### src/rtl/ucc8_pkg.sv
// Shared width and mode encoding for the ucc8_always cascadable counter cell.
package ucc8_pkg;

    localparam int WIDTH = 8;

    typedef enum logic [1:0] {
        MODE_HOLD = 2'b00,
        MODE_UP   = 2'b01,
        MODE_DOWN = 2'b10,
        MODE_CLR  = 2'b11
    } ucc8_mode_e;

endpackage

### src/rtl/ucc8_always.sv
// 8-bit cascadable up/down/hold/clear counter cell with carry and mode ripple.
// Define UCC8_ALWAYS_MOUT_REG_EN to register mout (downstream sees mode one cycle late).
module ucc8_always
    import ucc8_pkg::*;
(
    output logic [WIDTH-1:0] fout,
    output logic             cout,
    output logic [1:0]       mout,
    input  logic             cin,
    input  logic             rst,
    input  logic             clk,
    input  logic [1:0]       min
);

    ucc8_mode_e mode;
    assign mode = ucc8_mode_e'(min);

    always_ff @(posedge clk) begin
        if (rst) begin
            fout <= '0;
`ifdef UCC8_ALWAYS_MOUT_REG_EN
            mout <= 2'b00;
`endif
        end else begin
            case (mode)
                MODE_UP:   if (cin) fout <= fout + WIDTH'(1);
                MODE_DOWN: if (cin) fout <= fout - WIDTH'(1);
                MODE_CLR:  fout <= '0;
                default:   fout <= fout;
            endcase
`ifdef UCC8_ALWAYS_MOUT_REG_EN
            mout <= min;
`endif
        end
    end

`ifndef UCC8_ALWAYS_MOUT_REG_EN
    assign mout = min;
`endif

    // Terminal-count detect lets the next cell advance on the same edge that wraps this one.
    always_comb begin
        cout = 1'b0;
        case (mode)
            MODE_UP:   cout = cin & (fout == {WIDTH{1'b1}});
            MODE_DOWN: cout = cin & (fout == '0);
            default:   cout = 1'b0;
        endcase
    end

endmodule

### config.mk
export PLATFORM = sky130hd
export DESIGN_NAME = ucc8_always
export DESIGN_NICKNAME = d
export VERILOG_FILES = /design/src/rtl/ucc8_pkg.sv /design/src/rtl/ucc8_always.sv
export SDC_FILE = /design/constraint.sdc
export NUM_CORES = 1
export LEC_CHECK = 0
export ABC_CLOCK_PERIOD_IN_PS = 5900
export CAP_MARGIN = 0
export CORE_AREA = 2 2 60 62
export DETAILED_ROUTE_END_ITERATION = 6
export DIE_AREA = 0 0 62 64
export PLACE_DENSITY = 0.46
export REMOVE_ABC_BUFFERS = 1
export SETUP_SLACK_MARGIN = 0.3
export SYNTH_ARGS = -nofsm -noshare
export SYNTH_HDL_FRONTEND = slang
export SYNTH_SLANG_ARGS = --single-unit
### constraint.sdc
create_clock -name clk -period 5.9 [get_ports clk]
set_clock_uncertainty 0.15 [all_clocks]
set_input_delay 1.18 -clock clk [delete_from_list [all_inputs] [get_ports clk]]
set_output_delay 1.18 -clock clk [all_outputs]
set_load 0.02 [all_outputs]
-- Word-level counts from Yosys, hierarchy flattened
Cells that the tools add are included.
- add/subtract/negate cells: 2
- reduce and logical (&&, ||, !) cells: 3
- bitwise gates (word level): 2
- multiplexer cells: 4
- eq/ne operators: 6
- operator list (operator ; number):
    $pmux 8 s3 ; 1
    $mux 8 ; 2
    $add 8x1->8 const B ; 1
    $eq 8x8->1 const B ; 1
    $logic_not 8->1 ; 1
    $sub 8x1->8 const B ; 1
    $eq 2x2->1 const B ; 2
    $ne 2x2->1 const B ; 2
    $reduce_and 3->1 ; 1
    $reduce_bool 3->1 ; 1
    $and 1x1->1 ; 2
    $eq 2x1->1 const B ; 1
    $pmux 1 s2 ; 1
- output and inout bits: 11
- register bits after elaboration: 8
- input bits: 5

-- Logic depth before layout (Yosys ltp)
- depth in word-level cells: 3
- depth in mapped cells: 12
- gate-level depth less buffers: 10

-- Worst setup path after synthesis
OpenSTA, ideal clock, no wires.
- path kind: input to output
- start: input min[0]
- end: output cout
- path buffers: 1
- path slack: 2254 ps
- arrival: 2316 ps
- data required time: 4570 ps
- stages on the path: 6
- cells stage by stage: inv_1 -> ha_1 -> buf_6 -> nor3b_1 -> a31oi_1 -> nor2_1
- cells in the longest elaborated chain, start to end: 2
- elaborated cells between the ends (all ways): 3
- those cells by class: 2 x eq/ne; 1 x mux
- ends and longest elaborated chain (what ; RTL line ; RTL):
    start: declaration ; ucc8_always.sv:12 ; input logic [1:0] min
    $eq 2x2->1 / $eq 2x1->1 (equally long branches) ; ucc8_always.sv:44 ; case (mode)
    $pmux 1 s2 * ; ucc8_always.sv:44 ;
    end: declaration ; ucc8_always.sv:7 ; output logic cout,
Mark *: on every way between the ends. The rest lies on a longest branch, timed or not.

-- Final worst setup path
Same ends and word-level chain as after synthesis.

==> summary.md <==
| Metric | Value |
|---|---|
| Status | completed |
| Req. time, crit path | 4.57 ns |
| Worst Tran Pin Value | 0.926 ns |
| Ranking of synthesized cells by area | dfxtp_1 (17%), ha_1 (10%), nor2_1 (5.9%) |
| Post-cts sizing count | 0 |
| Post-synth EDFFs | 0 |
| Placer Congestion | 0.786 |
| CTS tree | yes |
| Pins Over Slew Limit | 0 |
| Crit-path max cell delay | 0.61 ns |
| Hold Crit Class | reg2reg |
| CP max FO | 15 |
| Row cnt | 21 |
| First-pass GRT wire length | 3.97 mm |
| Hold Vio Cnt, Final | 0 |
| DRC Markers | 0 |
| Setup ws final | 1.06 ns |
| Grt ovf | 0 |
| Initial drt markers | 17 |
| Commonest cells in the netlist | nor2_1 (15), nand2_1 (10), a21oi_1 (8), dfxtp_1 (8), ha_1 (8) |
| Buffers and inverters on the worst path | 4 |
| Crit Path Class | in2out |
| Setup tns final | 0 ns |
| DR vias/cell | 5.07 |
| Insertion delay of the later-clocked pin in the worst-skew pair | 0.26 ns |
| Worst setup EP type | output pin |
| Die height | 64 um |
| Hold Buf Count CTS | 0 |
| Fmax | 0.207 GHz |
| Crit share post-route | 82.0% |
| Die width | 62 um |
| Worst path cell trace | clkdlybuf4s50_1 > inv_1 > ha_1 > buf_4 > nand2b_1 > nor3_1 > a31oi_1 > nor2_1 > clkdlybuf4s50_1 |
| # port buffers | 15 |
| P&R area growth vs syn | 17.2% |
| Crit path DAT | 3.51 ns |
| Clk buf depth | 2 |
| CP top delay family | buffers and inverters |
| Pin count of the biggest net entering global routing | 16 |
| Max-Cap Viols | 0 |
| Post-synth cell types | 48 |
| Post-CTS setup buffer count | 0 |
| CORE AREA | 3280 sq um |
| Clock buffer count from CTS | 3 |
| Power per cell area | 164 nW/um^2 |
| Setup WS pre-CTS | 1.05 ns |
| Max FFs per register | 8 |
| Leak pwr | 0.440 nW |
| Yosys top cell by area | dfxtp_1 |
| Most used DFF post-synth | dfxtp_1 |
| Die area | 3970 sq um |
| Initial core utilization | 29.0% |
| Htree depth | 1 |
| VDD IR max | 0.0974 mV |
| Syn avg cell area | 7.88 sq um |
| Final nets | 144 |
| Biggest regs | fout: 8 flops |
| Clock Root Buffer | clkbuf_4 |
| Final wirelength | 2.33 mm |
| Crit start category | input pin |
| Register area share after synthesis | 16.8% |
| Slew margin rel. | 38.2% |
| FF+latch count, synth | 8 |
| Fraction of layout cells with a size suffix above 1 | 10.1% |
| Biggest register | fout |
| Mapped cell area | 953 sq um |
| RSZ-0062 raised after global routing | no |
| Area share of the largest cell type after synthesis | 16.8% |
| Initial antenna violation count | 0 |
| Sink Count | 8 |
| Antenna viol nets, final | 0 |
| Via Count | 887 |
| I/O pins | 16 |
| ANT cells | 0 |
| Post-layout util | 34.0% |
| Most frequent cell after synthesis | nor2_1 |
| Setup violators final | 0 |
| GR Util All Layers | 13.3% |
| Synth warn | 0 |
| Worst-path clk slew | 0.06 ns |
| TritonRoute pass-1 iters | 4 |
| Tmin final | 4.84 ns |
| Wirelength per Cell | 13.3 um |
| Synth Instances | 121 |
| Hpwl dp | 1.71 mm |
| Power after layout | 183 uW |
| Number of global-route vias before repair | 875 |
| Async S/R FF share, synth | 0% |
| Crit-path slowest cell | clkdlybuf4s50_1 |
| CP most frequent cell | clkdlybuf4s50_1 |
==> stage by stage <==
| step | instances | instance area [sq um] | hold WS (ns) |
|---|---|---|---|
| 2_1_floorplan | 110 | 880 | 0.412 |
| 3_5_place_dp | 172 | 1090 | 0.364 |
| 3_3_place_gp | 172 | 1090 | 0.361 |
| 4_1_cts | 175 | 1120 | 0.371 |
| 5_1_grt | 175 | 1120 | 0.388 |
| 6_report | 175 | 1120 | 0.370 |
==> cell type report <==
| class | count | area (sq um) |
|---|---|---|
| clock buffer | 3 | 22.5 |
| fill | 347 | 2170 |
| inverter | 4 | 15.0 |
| multi-input combinational | 98 | 704 |
| sequential | 8 | 160 |
| tap | 46 | 57.6 |
| timing repair buffer | 16 | 158 |
==> power breakdown <==
| group | switching [mW] | internal (mW) |
|---|---|---|
| clock network | 0.0207 | 0.0234 |
| registers | 0.0101 | 0.0588 |
| logic | 0.0378 | 0.0323 |
| total | 0.0686 | 0.114 |
==> cells in the final DEF, fill, tap and decap left out, types with 2 or more instances in the layout <==
cell type / count
a21oi_1: 8
a22oi_1: 2
a31o_2: 2
clkbuf_4: 3
clkdlybuf4s50_1: 15
dfxtp_1: 8
ha_1: 8
inv_1: 4
nand2_1: 10
nand2b_1: 5
nand3b_1: 2
nor2_1: 15
nor2b_1: 3
nor3b_1: 2
nor4_1: 2
o211ai_1: 2
o21ai_0: 6
xor2_1: 3
==> final timing paths <==
| kind | from | end | slack, ns | cells past startpoint |
|---|---|---|---|---|
| setup / recovery | min[0] | cout | 1.06 | 9 |
| hold / removal | fout[3] | fout[3] | 0.37 | 2 |
| setup reg to reg | fout[1] | fout[6] | 3.48 | 8 |
| hold reg to reg | fout[3] | fout[3] | 0.37 | 2 |
==> kinds of logic after synthesis <==
family / share of synthesized area [%]
compound gates: 27.3
fa+ha+maj: 10.5
flops: 16.8
simple gates: 31.4
buf+inv: 9.32
xor+xnor: 3.68
mux: 1.05
==> worst register-to-register path: stages, from the launching register on <==
cell and delay [ns]:
dfxtp_1 0.54, xor2_1 0.19, ha_1 0.20, a21bo_1 0.24, a221oi_4 0.34, nand2_1 0.11
o311ai_2 0.24, mux2i_1 0.22, a21oi_1 0.08
==> layer usage <==
metal  track usage (%)  share of wire (%)  up-vias
met1              17.6                 48      414
met2              20.3                 46       17
li1                  -                  -      454
met5                 0                  0        -
met4              3.72               0.60        0
met3              4.05                4.8        2
Power figures use the tool's default switching activity.
